### src/rtl/fpr_cdb_arbiter_if.sv
// Dispatch handshake and FPR common data bus shared by the floating-point units
// and fpr_cdb_arbiter.
interface fpr_cdb_arbiter_if #(
  parameter int N_UNIT    = 4,
  parameter int ROB_WIDTH = 4
);
  logic [N_UNIT-1:0]           req_valid;
  logic [N_UNIT-1:0]           req_ready;
  logic [N_UNIT*ROB_WIDTH-1:0] req_tag;
  logic [N_UNIT*32-1:0]        unit_result;
  logic                        cdb_valid;
  logic [ROB_WIDTH-1:0]        cdb_tag;
  logic [31:0]                 cdb_data;

  modport master (
    output req_valid, req_tag, unit_result,
    input  req_ready, cdb_valid, cdb_tag, cdb_data
  );

  modport slave (
    input  req_valid, req_tag, unit_result,
    output req_ready, cdb_valid, cdb_tag, cdb_data
  );
endinterface

### src/rtl/fpr_cdb_arbiter.sv
// Grants FP unit dispatch only into CDB cycles nobody has claimed, then drives the FPR CDB.
// Define FPR_CDB_OUTREG_EN to register the CDB outputs (every effective latency grows by one).
module fpr_cdb_arbiter #(
  parameter int                      N_UNIT    = 4,
  parameter int                      ROB_WIDTH = 4,
  parameter int                      LAT_W     = 3,
  parameter logic [N_UNIT*LAT_W-1:0] LATENCY   = {3'd1, 3'd4, 3'd2, 3'd2},
  parameter int                      LAT_MAX   = 4
) (
  input logic              clk,
  input logic              reset_n,
  fpr_cdb_arbiter_if.slave bus
);
  localparam int PTR_W = (N_UNIT > 1) ? $clog2(N_UNIT) : 1;

  function automatic int lat_of(input int u);
    return int'(LATENCY[u*LAT_W +: LAT_W]);
  endfunction

  // occ[k] set means the CDB cycle k clocks ahead is already promised
  logic [LAT_MAX:1]       occ, occ_nxt;
  logic [ROB_WIDTH-1:0]   slot_tag [LAT_MAX:1];
  logic [ROB_WIDTH-1:0]   slot_tag_nxt [LAT_MAX:1];
  logic [PTR_W-1:0]       slot_src [LAT_MAX:1];
  logic [PTR_W-1:0]       slot_src_nxt [LAT_MAX:1];
  logic                   cur_vld, cur_vld_nxt;
  logic [ROB_WIDTH-1:0]   cur_tag, cur_tag_nxt;
  logic [PTR_W-1:0]       cur_src, cur_src_nxt;
  logic [PTR_W-1:0]       rr_ptr, rr_ptr_nxt;

  logic [N_UNIT-1:0]      grant;
  logic [LAT_MAX:1]       gnt_slot;
  logic [ROB_WIDTH-1:0]   gnt_tag [LAT_MAX:1];
  logic [PTR_W-1:0]       gnt_src [LAT_MAX:1];

  logic                   mux_valid;
  logic [ROB_WIDTH-1:0]   mux_tag;
  logic [31:0]            mux_data;

  // Walk units in round-robin order; the first eligible unit of each latency takes its slot
  always_comb begin
    int u;
    int l;
    u          = 0;
    l          = 1;
    grant      = '0;
    gnt_slot   = '0;
    rr_ptr_nxt = rr_ptr;
    for (int k = 1; k <= LAT_MAX; k++) begin
      gnt_tag[k] = '0;
      gnt_src[k] = '0;
    end
    for (int i = 0; i < N_UNIT; i++) begin
      u = int'(rr_ptr) + i;
      if (u >= N_UNIT) u = u - N_UNIT;
      l = lat_of(u);
      if (bus.req_valid[u] && !occ[l] && !gnt_slot[l]) begin
        grant[u]    = 1'b1;
        gnt_slot[l] = 1'b1;
        gnt_tag[l]  = bus.req_tag[u*ROB_WIDTH +: ROB_WIDTH];
        gnt_src[l]  = PTR_W'(u);
      end
    end
    for (int j = 0; j < N_UNIT; j++) begin
      if (grant[j]) rr_ptr_nxt = (j == N_UNIT-1) ? '0 : PTR_W'(j + 1);
    end
  end

  assign bus.req_ready = grant & {N_UNIT{reset_n}};

  always_comb begin
    occ_nxt = {1'b0, occ[LAT_MAX:2] | gnt_slot[LAT_MAX:2]};
    for (int k = 1; k < LAT_MAX; k++) begin
      slot_tag_nxt[k] = gnt_slot[k+1] ? gnt_tag[k+1] : slot_tag[k+1];
      slot_src_nxt[k] = gnt_slot[k+1] ? gnt_src[k+1] : slot_src[k+1];
    end
    slot_tag_nxt[LAT_MAX] = '0;
    slot_src_nxt[LAT_MAX] = '0;
    cur_vld_nxt = occ[1] | gnt_slot[1];
    cur_tag_nxt = gnt_slot[1] ? gnt_tag[1] : slot_tag[1];
    cur_src_nxt = gnt_slot[1] ? gnt_src[1] : slot_src[1];
  end

  // Reservation stage: control state is reset, tag/src payload simply follows it
  always_ff @(posedge clk or negedge reset_n) begin
    if (!reset_n) begin
      occ     <= '0;
      cur_vld <= 1'b0;
      rr_ptr  <= '0;
    end else begin
      occ     <= occ_nxt;
      cur_vld <= cur_vld_nxt;
      rr_ptr  <= rr_ptr_nxt;
    end
  end

  always_ff @(posedge clk) begin
    slot_tag <= slot_tag_nxt;
    slot_src <= slot_src_nxt;
    cur_tag  <= cur_tag_nxt;
    cur_src  <= cur_src_nxt;
  end

  // Broadcast stage: the owning unit's result port is selected live
  always_comb begin
    mux_valid = cur_vld;
    mux_tag   = '0;
    mux_data  = '0;
    if (cur_vld) begin
      mux_tag  = cur_tag;
      mux_data = bus.unit_result[int'(cur_src)*32 +: 32];
    end
  end

`ifdef FPR_CDB_OUTREG_EN
  logic                 cdb_vld_p1;
  logic [ROB_WIDTH-1:0] cdb_tag_p1;
  logic [31:0]          cdb_data_p1;

  always_ff @(posedge clk or negedge reset_n) begin
    if (!reset_n) begin
      cdb_vld_p1  <= 1'b0;
      cdb_tag_p1  <= '0;
      cdb_data_p1 <= '0;
    end else begin
      cdb_vld_p1  <= mux_valid;
      cdb_tag_p1  <= mux_tag;
      cdb_data_p1 <= mux_data;
    end
  end

  assign bus.cdb_valid = cdb_vld_p1;
  assign bus.cdb_tag   = cdb_tag_p1;
  assign bus.cdb_data  = cdb_data_p1;
`else
  assign bus.cdb_valid = mux_valid;
  assign bus.cdb_tag   = mux_tag;
  assign bus.cdb_data  = mux_data;
`endif
endmodule

### src/flat_wrapper.sv
// flat-port wrapper written by rule: the top's interface ports become plain ports
module fpr_cdb_arbiter_flat 
#(
  parameter int                      N_UNIT    = 4,
  parameter int                      ROB_WIDTH = 4,
  parameter int                      LAT_W     = 3,
  parameter logic [N_UNIT*LAT_W-1:0] LATENCY   = {3'd1, 3'd4, 3'd2, 3'd2},
  parameter int                      LAT_MAX   = 4
)
  (clk, reset_n, bus_req_valid, bus_req_tag, bus_unit_result, bus_req_ready, bus_cdb_valid, bus_cdb_tag, bus_cdb_data);
  fpr_cdb_arbiter_if #(.N_UNIT(N_UNIT), .ROB_WIDTH(ROB_WIDTH)) bus_i ();
  input logic clk;
  input logic reset_n;
  input wire logic [$bits(bus_i.req_valid)-1:0] bus_req_valid;
  input wire logic [$bits(bus_i.req_tag)-1:0] bus_req_tag;
  input wire logic [$bits(bus_i.unit_result)-1:0] bus_unit_result;
  output wire logic [$bits(bus_i.req_ready)-1:0] bus_req_ready;
  output wire logic [$bits(bus_i.cdb_valid)-1:0] bus_cdb_valid;
  output wire logic [$bits(bus_i.cdb_tag)-1:0] bus_cdb_tag;
  output wire logic [$bits(bus_i.cdb_data)-1:0] bus_cdb_data;
  assign bus_i.req_valid = bus_req_valid;
  assign bus_i.req_tag = bus_req_tag;
  assign bus_i.unit_result = bus_unit_result;
  assign bus_req_ready = bus_i.req_ready;
  assign bus_cdb_valid = bus_i.cdb_valid;
  assign bus_cdb_tag = bus_i.cdb_tag;
  assign bus_cdb_data = bus_i.cdb_data;
  fpr_cdb_arbiter #(.N_UNIT(N_UNIT), .ROB_WIDTH(ROB_WIDTH), .LAT_W(LAT_W), .LATENCY(LATENCY), .LAT_MAX(LAT_MAX)) u_core (.clk(clk), .reset_n(reset_n), .bus(bus_i));
endmodule
### config.mk
export PLATFORM = sky130hd
export DESIGN_NAME = fpr_cdb_arbiter_flat
export DESIGN_NICKNAME = d
export VERILOG_FILES = /design/src/rtl/fpr_cdb_arbiter_if.sv /design/src/rtl/fpr_cdb_arbiter.sv /design/src/flat_wrapper.sv
export SDC_FILE = /design/constraint.sdc
export NUM_CORES = 1
export LEC_CHECK = 0
export CAP_MARGIN = 25
export CORE_AREA = 2 2 93 162
export DETAILED_ROUTE_END_ITERATION = 10
export DIE_AREA = 0 0 95 164
export PLACE_DENSITY = 0.6
export SYNTH_ARGS = -nofsm -noshare
export SYNTH_HDL_FRONTEND = slang
export SYNTH_SLANG_ARGS = --single-unit
### constraint.sdc
create_clock -name clk -period 5.8 [get_ports clk]
set_input_delay 1.16 -clock clk [delete_from_list [all_inputs] [get_ports clk]]
set_output_delay 1.16 -clock clk [all_outputs]
set_load 0.03 [all_outputs]
# After elaboration in Yosys (flattened, before gate mapping)
# Memory sizes are Yosys's and may differ from the RTL's.
# Index checks and enable logic that the tools add are counted.
dict set report classes {
  n_mul 4
  muxes 97
  n_reduce_logical 25
  n_eq_ne 0
  n_addsub 7
  div 0
  n_lt_le_gt_ge 20
  bitwise 11
  shifts 9
}
# op n
set op_table {}
lappend op_table {{2-to-1 mux 32 bit} 5}
lappend op_table {{>= comparator 32 x 1 -> 1 bit, second input constant} 4}
lappend op_table {{< comparator 32 x 4 -> 1 bit, second input constant} 4}
lappend op_table {{multiplier 32 x 3 -> 32 bit, second input constant} 4}
lappend op_table {{indexed part select 12 x 32 -> 3 bit, first input constant} 4}
lappend op_table {{indexed part select 128 x 8 -> 32 bit} 1}
lappend op_table {{indexed part select 16 x 32 -> 4 bit} 4}
lappend op_table {{>= comparator 32 x 4 -> 1 bit, second input constant} 3}
lappend op_table {{subtractor 32 x 4 -> 32 bit, second input constant} 3}
lappend op_table {{2-to-1 mux 16 bit} 4}
lappend op_table {{2-to-1 mux 4 bit} 16}
lappend op_table {{bitwise mux 16 bit} 3}
lappend op_table {{demux 4 bit (select 3 bit)} 4}
lappend op_table {{2-to-1 mux 8 bit} 4}
lappend op_table {{bitwise mux 8 bit} 3}
lappend op_table {{demux 2 bit (select 3 bit)} 4}
lappend op_table {{2-to-1 mux 1 bit} 24}
lappend op_table {{bitwise OR 4 bit} 6}
lappend op_table {{2-to-1 mux 2 bit} 11}
lappend op_table {{binary-select mux 1 bit (select 3 bit)} 7}
lappend op_table {{bitwise AND 16 bit} 1}
lappend op_table {{logical AND 1 bit} 16}
lappend op_table {{< comparator 3 x 4 -> 1 bit, second input constant} 4}
lappend op_table {{demux 1 bit (select 3 bit)} 4}
lappend op_table {{13 further kinds} 30}
dict set report word_totals {
  rom_bits 8
  latchBits 0
  mem_bits_rw 0
  ff_bits 30
  inputBits 150
  wordCells 185
  n_memories 1
  out_inout_bits 41
}
# memory words word_bits rd rd_clocked_by_memory_dff write_ports line_no
set mem_list {}
lappend mem_list {{(name not given)} 8 1 1 0 0 fpr_cdb_arbiter.sv:57} ;# if (bus.req_valid[u] && !occ[l] && !gnt_slot[l]) begin

# Logic depth before layout (Yosys ltp)
# Gate-level depths: netlist of the first run.
dict set report logic_depth {
  word_depth 29
  depth_mapped 16
  ltp_nobuf 14
}

# Worst setup path after synthesis of the first run
# Ideal clock, no wire load.
dict set report synth_path {
  kind {reg2out}
  from {register u_core.rr_ptr[1]}
  to {output port bus_req_ready[1]}
  path_slack_ps 533
  t_arrival_ps 4107
  n_path_buf 4
  required_ps 4640
  stages_incl_launch_ff 15
  path_cell_list {dfrtp_1 buf_2 clkbuf_1 clkinv_1 ha_1 buf_6 mux4_2 and3_1 a21oi_4 a21bo_4 a31oi_1 buf_2 o2111ai_1 and2_1 nor2b_1}
}
dict set report synth_between {
  elab_chain_len 26
  elab_cells_between_ends 115
  cone_classes {add/sub: 7; mul: 4; order compare: 18; shift: 4; mux: 52; bitwise: 6; reduce/logical: 23; memory: 1}
}
# item line_no
set synth_rtl {}
lappend synth_rtl {{start: declaration} fpr_cdb_arbiter.sv:29} ;# logic [PTR_W-1:0] rr_ptr, rr_ptr_nxt;
lappend synth_rtl {{start signal: assignment} fpr_cdb_arbiter.sv:93} ;# rr_ptr <= rr_ptr_nxt;
lappend synth_rtl {{parallel branches: the longest is 24 deep, another holds subtractor 32 x 4 -> 32 bit} -}
lappend synth_rtl {{2-to-1 mux 4 bit *} fpr_cdb_arbiter.sv:57}
lappend synth_rtl {{bitwise AND 4 bit *} fpr_cdb_arbiter.sv:69} ;# assign bus.req_ready = grant & {N_UNIT{reset_n}};
lappend synth_rtl {{end: declaration} flat_wrapper.sv:17} ;# output wire logic [$bits(bus_i.req_ready)-1:0] bus_req_ready;
# Mark *: on every way between the ends. The select of a mux whose other input is x is not followed.

# Final worst setup path of the first run
dict set report layout_path {
  from {input port bus_req_valid[1]}
  to {output port bus_req_ready[2]}
}
dict set report layout_between {
  elab_chain_len 22
  elab_cells_between_ends 42
  cone_classes {mux: 25; bitwise: 6; reduce/logical: 11}
}
# item line_no
set layout_rtl {}
lappend layout_rtl {{start: declaration} flat_wrapper.sv:14} ;# input wire logic [$bits(bus_i.req_valid)-1:0] bus_req_valid;
lappend layout_rtl {{binary-select mux 1 bit (select 2 bit)} fpr_cdb_arbiter.sv:57}
lappend layout_rtl {{2-to-1 mux 1 bit (not written as such) (2 in a row)} fpr_cdb_arbiter.sv:57}
lappend layout_rtl {{logical AND 1 bit (2 in a row)} fpr_cdb_arbiter.sv:57}
lappend layout_rtl {{2-to-1 mux 4 bit} fpr_cdb_arbiter.sv:57}
lappend layout_rtl {{binary-select mux 1 bit (select 3 bit)} fpr_cdb_arbiter.sv:57}
lappend layout_rtl {{2-to-1 mux 1 bit (not written as such)} fpr_cdb_arbiter.sv:57}
lappend layout_rtl {{logical NOT 1 bit} fpr_cdb_arbiter.sv:57}
lappend layout_rtl {{logical AND 1 bit} fpr_cdb_arbiter.sv:57}
lappend layout_rtl {{[... 4 more ...]} -}
lappend layout_rtl {{logical AND 1 bit} fpr_cdb_arbiter.sv:57}
lappend layout_rtl {{2-to-1 mux 4 bit} fpr_cdb_arbiter.sv:57}
lappend layout_rtl {{binary-select mux 1 bit (select 3 bit)} fpr_cdb_arbiter.sv:57}
lappend layout_rtl {{2-to-1 mux 1 bit (not written as such)} fpr_cdb_arbiter.sv:57}
lappend layout_rtl {{logical NOT 1 bit} fpr_cdb_arbiter.sv:57}
lappend layout_rtl {{logical AND 1 bit} fpr_cdb_arbiter.sv:57}
lappend layout_rtl {{2-to-1 mux 4 bit *} fpr_cdb_arbiter.sv:57}
lappend layout_rtl {{bitwise AND 4 bit *} fpr_cdb_arbiter.sv:69}
# Every way passes the cells marked *; elsewhere a longest branch is shown, timed or not. The select of a mux whose other input is x is not followed.

==> results of run 1 <==
-- timing repair --
item,4_1_cts,5_1_grt
hold buffers,0,0
setup endpoints to repair,0,1
resized for setup,0,1
buffers inserted,0,0
-- per-layer routing --
| layer | wire length [um] | GRT usage [%] |
|---|---|---|
| met5 | 0 | 0 |
| met4 | 954 | 11.4 |
| met3 | 1130 | 4.91 |
| met2 | 9540 | 41.0 |
| met1 | 5820 | 22.7 |
-- sequential cells by signal, indices dropped and copies added (netlist names) --
| name | cells |
|---|---|
| u_core.slot_tag | 12 |
| u_core.slot_src | 6 |
| u_core.cur_tag | 4 |
| u_core.occ | 3 |
| u_core.cur_src | 2 |
| u_core.rr_ptr | 2 |
| u_core.bus.cdb_valid | 1 |
-- worst min-delay path, delay by kind of cell (launching register included) --
family,cells,cell delay [ns]
AOI/OAI and AO/OA,1,0.05
DFF,1,0.30
and+or+nand+nor,1,0.05
-- how the worst max path moves through the flow --
| stage | startpoint | to | slack, ns | depth (start not counted) |
|---|---|---|---|---|
| floorplan | u_core.rr_ptr[1]$_DFFE_PN0P_ | bus_req_ready[1] | 0.53 | 14 |
| global placement | bus_req_valid[0] | bus_req_ready[2] | 0.41 | 11 |
| detailed placement | bus_req_valid[0] | bus_req_ready[2] | 0.33 | 11 |
| CTS | bus_req_valid[0] | bus_req_ready[2] | 0.32 | 11 |
| global route | bus_req_valid[0] | bus_req_ready[2] | 0.13 | 11 |
| finish | bus_req_valid[1] | bus_req_ready[2] | 0.41 | 11 |
-- logic make-up (layout without fill, tap and decap cells) --
kind of cell / Yosys count / count (layout) / synth area share [%]
mux: 72 / 72 / 31.5
buf+inv: 48 / 221 / 5.08
fa+ha+maj: 9 / 9 / 2.87
compound gates: 123 / 123 / 23.4
flops: 30 / 30 / 16.1
simple gates: 152 / 152 / 20.8
xor+xnor: 1 / 1 / 0.223
-- power groups by stage --
stage / combinational [mW] / sequential [mW] / clock (mW)
floorplan: 2.25 / 0.368 / 0
global placement: 3.19 / 0.472 / 0
detailed placement: 3.26 / 0.431 / 0
CTS: 3.27 / 0.427 / 0.272
global route: 3.53 / 0.441 / 0.281
finish: 3.30 / 0.425 / 0.272
-- layout make-up --
| cell class | instances | share of cell area (%) |
|---|---|---|
| Timing Repair Buffer | 202 | 32.6 |
| Sequential cell | 30 | 10.3 |
| Multi-Input combinational cell | 357 | 50.4 |
| Clock buffer | 6 | 2.26 |
| Tap cell | 180 | 3.66 |
| Inverter | 11 | 0.671 |
| Clock inverter | 2 | 0.183 |
-- per-stage QoR --
step	hold slack (ns)	instances	util [%]	worst slack (ns)	instance area, um^2
after floorplan	0.417	435	-	0.533	3920
after global placement	0.438	778	41.8	0.412	5970
after detailed placement	0.438	780	41.9	0.335	5990
after CTS	0.445	788	43.0	0.321	6140
after global routing	0.477	788	43.0	0.128	6150
final	0.443	788	43.0	0.409	6150
-- cells in the final DEF, fill, tap and decap left out, types with 4 or more instances in the layout --
master           count
clkdlybuf4s50_1    186
and2_1              46
mux4_2              40
nand2_1             31
a21oi_1             25
nor2_1              23
dfxtp_1             23
mux2i_1             20
o21ai_0             18
buf_4               13
nor2b_1             12
mux2_2              12
inv_1               10
nand3_1             10
ha_1                 9
a31oi_1              7
a211oi_1             7
a221oi_1             7
o211ai_1             6
o22ai_1              6
nor3_1               5
clkbuf_16            5
dfrtp_1              5
a22oi_1              4
and3_1               4
a222oi_1             4
or2_0                4
==> metrics, run 1 <==
Worst-Margin Slew=about 0.96 ns; Ys Warns=0; CP Max Fanout=10; max-slew violations=0; row count=58; status=complete, no violations; I/O Buffers=190; Final setup viols=0; ANT cells=0; Avg Inst Size Synth=9.01 um^2; starting density of the core=27.4%; CTS tree=yes; latest clock arrival within the worst-skew pair=0.28 ns; r2r setup slk=approximately 1.6 ns; total track usage=between 20% and 30%; FF-to-FF path depth=13; DR iter-0 viols=between 300 and 400; delay-heaviest family, CP=simple AND/OR/NAND/NOR gates; clk sinks=30; RD Place Congestion=around 0.98; worst setup path class=input pin to output pin; post-synthesis cell type count=between 60 and 70; CTS Root Buffer Type=clkbuf_16; hold crit path type=flop to flop; first-pass GRT wire length=26000 um; fillers=1378; post-synthesis sequential area ratio=16.1%; ANT nets after route=0; Power Total=3.99 mW; HP Start=u_core.slot_src[5]$_SDFF_PN0_; Worst path max stage delay=0.54 ns; GRT Residual Overflow=0; die area=15600 um^2; reg-to-reg endpoint=u_core.cur_tag[0]$_DFF_P_; Slowest-stage cell, CP=mux4_2; Final min period=5.39 ns; fin crit share=93.0%; area share of the largest cell type after synthesis=a little under a quarter; multi-input logic area=roughly 3100 um^2; CP Data Arrival Time=about 4.2 ns; initial antenna violation count=0; top_reg_cell synth=dfxtp_1; Area Growth Syn to Fin=56.9%; P_int=1.90 mW; Layout Nets=766; htree depth=2; clock transition at the registers of the reported paths=0.06 ns; Avg Vias per Cell=around 5.6; FF-to-FF Start=u_core.rr_ptr[0]$_DFFE_PN0P_; CP required=4.64 ns; Hold Path Stages=2; Post-Route WL=17400 um; Sequential Power Share=10.6%; Sw Ratio=52.4%; Ports=between 150 and 200; Max Root-Sink Buffers=2; pin count of the biggest net entering global routing=46; leakage power=2.25 nW; NetSw=2.09 mW; Seq. cell area=633 um^2; RSZ-0062 raised after global routing=no; critical path cell sequence=clkdlybuf4s50_1 > mux4_2 > and4_1 > nor3_1 > nor4b_2 > a211oi_4 > nand2_2 > and3_1 > inv_1 > and2_1 > buf_4; CP Capture Type=output pin; Max-Cap Viols=0; top cells by area, synth=mux4_2 23%, dfxtp_1 12%, and2_1 7.3%; pwr/cell area=649 nW/um^2; Clock Power Share=under 10%; fmax=185 MHz; Core ar.=between 10000 and 15000 um^2; worst IR drop on VDD=0.231 mV; Pre-antenna DRT Iters=5; DRC=0; asr flop ratio synth=20.0%; die height=164 um; vias in the first global route=4599; max_slew headroom=35.5%; Synth area leader=mux4_2; Post-synth top cells=46 x and2_1, 40 x mux4_2, 31 x nand2_1; CP startpoint kind=input pin; Post-Synthesis Cells=435; Die Width=95 um; count leader, synth=and2_1; Final Hold Violating Endpoints=0; Worst Skew=0.00257 ns; total CTS buffers=5; Detailed Place HPWL=approximately 14000 um; Seq cells post-synth=30; WP buf/inv=3; Final TNS setup=0 ns; layout cells sized above 1=15.0%; part of the power in combinational logic=82.5%; drt wl/cell=22.1 um; Net Count, Synth=594; Post-Syn Area=3920 um^2; worst hold endpoint=u_core.slot_src[3]$_DFF_P_; detailed-route via count=between 4000 and 5000; EDFF count, synth=0
No activity file was read; power rests on OpenSTA's default activity.
==> run 2: changes to the inputs <==
--- a/config.mk
+++ b/config.mk
@@ -6,9 +6,9 @@
 export NUM_CORES = 1
 export LEC_CHECK = 0
 export CAP_MARGIN = 25
-export CORE_AREA = 2 2 93 162
+export CORE_AREA = 2 2 156 97
 export DETAILED_ROUTE_END_ITERATION = 10
-export DIE_AREA = 0 0 95 164
+export DIE_AREA = 0 0 158 99
 export PLACE_DENSITY = 0.6
 export SYNTH_ARGS = -nofsm -noshare
 export SYNTH_HDL_FRONTEND = slang
==> run 2 against run 1 <==
Net effect:
- via count increased by 4.4%
- critical path depth is 3 higher
- fmax fell by 2.7%
- largest power group unchanged
- worst setup slack lost 0.15 ns
- worst hold slack worse by 0.0059 ns
==> metrics, run 2 (synthesized netlist as in run 1, its figures left out) <==
Layout Nets=772 (+0.78%); total CTS buffers=5 (unchanged); Die Width=158 um (+66%); Worst Skew=0.00809 ns (+0.00552 ns); CP required=4.64 ns (about the same); CP startpoint kind=flop; delay-heaviest family, CP=buffers and inverters; DRC=0 (unchanged); Largest Register=u_core.slot_tag; I/O Buffers=190 (unchanged); most common cell after layout, fill and taps aside=clkdlybuf4s50_1; Max Root-Sink Buffers=2 (unchanged); Final min period=5.54 ns (+0.147 ns); die area=15600 um^2 (+0.40%); RSZ-0062 raised after global routing=no; fmax=181 MHz (-2.7%); Final Hold Violating Endpoints=0 (unchanged); Avg Vias per Cell=5.64 (+1.3%); pwr/cell area=669 nW/um^2 (+3.1%); CTS tree=yes; latest clock arrival within the worst-skew pair=0.29 ns (about the same); final core utilization=44.0% (+1.0 points); clock transition at the registers of the reported paths=0.06 ns (about the same); Worst path max stage delay=0.49 ns (-0.05 ns); Slowest-stage cell, CP=dfrtp_1; DR iter-0 viols=768 (+160%); row count=34 (-41%); CP Capture Type=output pin; vias in the first global route=4360 (-5.2%); starting density of the core=27.6% (+0.17 points); WP buf/inv=6 (+3); Detailed Place HPWL=14800 um (+4.3%); leakage power=2.30 nW (+2.2%); htree depth=2 (unchanged); Post-Route WL=18400 um (+5.7%); layout cells sized above 1=15.8% (+0.83 points); hold-fix buffers at CTS=0 (unchanged); Worst Setup Slack post-DPL=0.436 ns (+0.102 ns); clk sinks=30 (unchanged); Pre-antenna DRT Iters=8 (+3); placed cell count=802 (+2.8%); Worst-Margin Slew=0.889 ns (-0.0706 ns); most used cell, CP=buf_4; max_slew headroom=40.3% (+4.7 points); setup ws final=0.262 ns (-0.147 ns); RD Place Congestion=0.999 (+1.9%); CTS Root Buffer Type=clkbuf_16; worst IR drop on VDD=0.242 mV (+4.4%); Max-Cap Viols=0 (unchanged); Final setup viols=0 (unchanged); ANT cells=0 (unchanged); hold crit path type=flop to flop; drt wl/cell=22.7 um (+2.6%); post-CTS setup buffer count=0 (unchanged); max-slew violations=0 (unchanged); Area Growth Syn to Fin=59.6%; detailed-route via count=4577 (+4.4%); Core ar.=14200 um^2 (-0.61%); max reg flops=12 (unchanged); first-pass GRT wire length=26600 um (+2.5%); total track usage=22.7% (+0.53 points); final non-filler cell total=812 (+3.0%); status=complete, no violations; CP Max Fanout=27 (+17); Final TNS setup=0 ns (unchanged); Ports=191 (unchanged); post-cts sizing count=0 (unchanged); GRT Residual Overflow=0 (unchanged); pin count of the biggest net entering global routing=46 (unchanged); fin crit share=95.5% (+2.5 points); initial antenna violation count=0 (unchanged); critical path cell sequence=clkinv_1 > ha_1 > buf_4 > inv_1 > buf_4 > o2111a_1 > nor3_1 > nor4b_2 > a211oi_2 > buf_4 > a222oi_1 > and2_1 > nor2b_1 > buf_4; ANT nets after route=0 (unchanged); die height=99 um (-40%); most frequent cells in the layout=186 x clkdlybuf4s50_1, 46 x and2_1, 40 x mux4_2; worst setup path class=flop to output pin; CP Data Arrival Time=4.38 ns (+0.15 ns); Top Registers=u_core.slot_tag (12), u_core.slot_src (6), u_core.cur_tag (4)
[run 2: cell count changes in the layout (fill, tap and decap cells not counted), sizes merged]
cell | before | now
buf | 16 | 21
bufinv | 0 | 2
clkbuf | 6 | 7
clkinv | 2 | 1
inv | 11 | 10
[run 2: final timing paths]
path / from / to / slack, ns / cells past startpoint
max: u_core.rr_ptr[1]$_DFFE_PN0P_ / bus_req_ready[1] / 0.26 / 14
min: u_core.slot_src[5]$_SDFF_PN0_ / u_core.slot_src[3]$_DFF_P_ / 0.44 / 2
max reg2reg: u_core.rr_ptr[0]$_DFFE_PN0P_ / u_core.slot_tag[6]$_DFF_P_ / 1.51 / 15
min reg2reg: u_core.slot_src[5]$_SDFF_PN0_ / u_core.slot_src[3]$_DFF_P_ / 0.44 / 2
max in group asynchronous: reset_n / u_core.rr_ptr[0]$_DFFE_PN0P_ / 4.35 / 1
min in group asynchronous: reset_n / u_core.occ[3]$_DFF_PN0_ / 1.15 / 1
[run 2: layer usage]
| layer | wire length (um) | track usage (%) |
|---|---|---|
| met1 | 8470 | 34.2 |
| met5 | 0 | 0 |
| met4 | 144 | 3.12 |
| met2 | 7850 | 31.7 |
| met3 | 1970 | 7.70 |
[run 2: power by group]
| group | internal (mW) | total [mW] | switching, mW |
|---|---|---|---|
| logic | 1.42 | 3.41 | 1.99 |
| clock network | 0.258 | 0.359 | 0.101 |
| registers | 0.323 | 0.415 | 0.0926 |
[run 2: tightest hold or removal path, delay by kind of cell (launching register included)]
family | cells | cell delay, ns
AOI/OAI and AO/OA | 1 | 0.05
DFF | 1 | 0.29
and+or+nand+nor | 1 | 0.05
[run 2: area by class of cell]
cell class | count | area (um^2)
fillers | 1406 | 7950
well taps | 198 | 248
clock buffers | 6 | 139
flip-flops and latches | 30 | 633
repair buffers | 208 | 2040
inverters | 11 | 41.3
clock inverters | 2 | 60.1
multi-input cells | 357 | 3090
[run 2: through the flow]
step	cell area [um^2]	total power [mW]	hold slack, ns
3_5_place_dp	6020	3.71	0.428
2_1_floorplan	3920	2.62	0.417
5_1_grt	6260	4.39	0.457
4_1_cts	6220	4.09	0.438
3_3_place_gp	6010	3.69	0.438
6_report	6260	4.19	0.437
==> run 3: changes to the inputs <==
--- a/config.mk
+++ b/config.mk
@@ -9,7 +9,9 @@
 export CORE_AREA = 2 2 156 97
 export DETAILED_ROUTE_END_ITERATION = 10
 export DIE_AREA = 0 0 158 99
-export PLACE_DENSITY = 0.6
+export DONT_BUFFER_PORTS = 1
+export PLACE_DENSITY = 0.43
+export SLEW_MARGIN = 20
 export SYNTH_ARGS = -nofsm -noshare
 export SYNTH_HDL_FRONTEND = slang
 export SYNTH_SLANG_ARGS = --single-unit
==> run 3 against run 2 <==
Net effect:
- non-clock buffer count decreased by 188
- sequential power is 11% higher
- combinational power fell by 15%
- first-iteration DRC count shrank 43%
- global-route usage fell by 4.9 points
- die area stayed put
- clock skew fell by 0.0050 ns
- critical path type unchanged
- total power is 13% lower
- worst setup slack improved by 0.21 ns
- via count decreased by 18%
- highest routed layer is now met5
- worst hold slack better by 0.0073 ns
- largest power group unchanged
==> metrics, run 3 (synthesized netlist as in run 1, its figures left out) <==
Sequential Power Share=12.7% (+2.8 points); total track usage=17.8% (-4.9 points); worst hold endpoint=u_core.slot_src[3]$_DFF_P_; clock transition at the registers of the reported paths=0.05 ns (about the same); drt wl/cell=23.3 um (+2.4%); WP buf/inv=3 (-3); row count=34 (unchanged); Final Hold Violating Endpoints=0 (unchanged); Avg Vias per Cell=6.00 (+6.4%); Worst-Margin Slew=0.739 ns (-0.150 ns); fin crit share=91.8% (-3.7 points); die height=99 um (unchanged); post-cts sizing count=0 (unchanged); first-pass GRT wire length=21200 um (-20%); Layout Nets=584 (-24%); Ports=191 (unchanged); detailed-route via count=3743 (-18%); Largest Register=u_core.slot_tag; Final TNS setup=0 ns (unchanged); CP Max Fanout=15 (-44%); Clock Power Share=7.6% (-1.0 points); total CTS buffers=5 (unchanged); Worst path max stage delay=0.52 ns (+0.03 ns); Post-Route WL=14500 um (-21%); CP Data Arrival Time=4.17 ns (-0.21 ns); Sw Ratio=55.5% (+3.3 points); Core ar.=14200 um^2 (unchanged); CP Capture Type=output pin; hold-fix buffers at CTS=0 (unchanged); ANT nets after route=0 (unchanged); latest clock arrival within the worst-skew pair=0.27 ns (-0.02 ns); part of the power in combinational logic=79.8% (-1.7 points); leakage power=1.56 nW (-32%); max reg flops=12 (unchanged); r2r setup slk=1.78 ns (+0.27 ns); placed cell count=616 (-23%); final non-filler cell total=624 (-23%); FF-to-FF path depth=11 (-4); NetSw=2.01 mW (-8.0%); starting density of the core=27.6% (unchanged); Max Root-Sink Buffers=2 (unchanged); die area=15600 um^2 (unchanged); vias in the first global route=3616 (-17%); CTS Root Buffer Type=clkbuf_16; Max-Cap Viols=0 (unchanged); FF-to-FF Start=u_core.rr_ptr[1]$_DFFE_PN0P_; Final setup viols=0 (unchanged); most used cell, CP=buf_4; Die Width=158 um (unchanged); max_slew headroom=50.3% (+10 points); Area Growth Syn to Fin=11.6%; DRC=0 (unchanged); Placement Cell Area=4210 um^2 (-30%); HP Start=u_core.slot_src[5]$_SDFF_PN0_; I/O Buffers=0 (-100%); max-slew violations=0 (unchanged); P_int=1.61 mW (-19%); most frequent cells in the layout=46 x and2_1, 40 x mux4_2, 31 x nand2_1; pin count of the biggest net entering global routing=46 (unchanged); worst IR drop on VDD=0.313 mV (+30%); Top Registers=u_core.slot_tag (12), u_core.slot_src (6), u_core.cur_tag (4); Hold Path Stages=2 (unchanged); fillers=1524 (+8.4%); ANT cells=0 (unchanged); CP required=4.64 ns (about the same); delay-heaviest family, CP=compound AO/OA/AOI/OAI gates; initial antenna violation count=3 (+3); htree depth=2 (unchanged); Final Cell Area=4380 um^2 (-30%); WHS=0.444 ns (+0.00735 ns); hold crit path type=flop to flop; GRT Residual Overflow=0 (unchanged); Pre-antenna DRT Iters=5 (-3); Detailed Place HPWL=11700 um (-21%); layout cells sized above 1=22.5% (+6.7 points); RSZ-0062 raised after global routing=no; post-CTS setup buffer count=0 (unchanged); Worst Skew=0.00312 ns (-0.00496 ns); critical path cell sequence=buf_4 > ha_1 > mux2_2 > a211oi_1 > a211oi_1 > nor4b_2 > a211oi_2 > buf_4 > a222oi_1 > and2_1 > nor2b_1 > buf_4; worst setup path class=flop to output pin; reg-to-reg endpoint=u_core.rr_ptr[1]$_DFFE_PN0P_; clk sinks=30 (unchanged); CP startpoint kind=flop; pwr/cell area=828 nW/um^2 (+24%); Final min period=5.33 ns (-0.213 ns); DR iter-0 viols=441 (-43%); most common cell after layout, fill and taps aside=and2_1; CTS tree=yes; status=complete, no violations; Slowest-stage cell, CP=dfrtp_1; RD Place Congestion=0.925 (-7.4%); fmax=188 MHz (+4.0%)
run 3: cell types whose count changed in the layout (fill, tap and decap cells not counted), sizes merged:
cell and delta:
clkdlybuf4s50 -186, bufinv -2, clkinv +2, buf -1, clkbuf -1
run 3: worst max-delay path by stage:
stage	startpoint	to	slack, ns	depth (start not counted)
floorplan	u_core.rr_ptr[1]$_DFFE_PN0P_	bus_req_ready[1]	0.53	14
global placement	bus_req_valid[2]	bus_req_ready[2]	0.90	12
detailed placement	u_core.rr_ptr[0]$_DFFE_PN0P_	bus_req_ready[2]	0.86	17
CTS	u_core.rr_ptr[0]$_DFFE_PN0P_	bus_req_ready[2]	0.54	17
global route	u_core.rr_ptr[0]$_DFFE_PN0P_	bus_req_ready[2]	0.20	17
finish	u_core.rr_ptr[1]$_DFFE_PN0P_	bus_req_ready[1]	0.47	12
run 3: per-layer routing:
metal,part of all wire [%],routed length [um],global-route usage [%],vias to the layer above
li1,-,-,-,1667
met1,47,6880,29.4,1823
met2,40,5820,22.5,230
met3,12,1680,5.45,17
met4,0.78,113,1.87,6
met5,0.22,32,0,-
run 3: tightest hold or removal path: cells and delay by family (launching register included):
family	cells	cell delay [ns]
flip-flops	1	0.30
AND/OR/NAND/NOR	1	0.05
AO/OA/AOI/OAI	1	0.05
run 3: cell type report:
class / count / area [um^2] / share of cell area, %
Clock buffer: 6 / 150 / 3.43
Clock inverter: 2 / 10.0 / 0.229
Inverter: 11 / 41.3 / 0.944
Multi-Input combinational cell: 357 / 3100 / 70.7
Sequential cell: 30 / 636 / 14.5
Tap cell: 198 / 248 / 5.66
Timing Repair Buffer: 20 / 195 / 4.46
run 3: power groups by stage:
stage                     registers (mW)  logic, mW  clock network (mW)
after floorplan                    0.368       2.25                   0
after CTS                          0.461       2.86               0.286
final                              0.459       2.89               0.274
after detailed placement           0.463       2.84                   0
after global routing               0.482       3.11               0.297
after global placement             0.481       2.84                   0
run 3: metrics by stage:
stage / power, mW / setup slack [ns] / utilization [%]
2_1_floorplan: 2.62 / 0.533 / -
3_3_place_gp: 3.32 / 0.903 / 29.5
3_5_place_dp: 3.31 / 0.855 / 29.6
4_1_cts: 3.61 / 0.540 / 30.8
5_1_grt: 3.89 / 0.203 / 30.8
6_report: 3.62 / 0.475 / 30.8
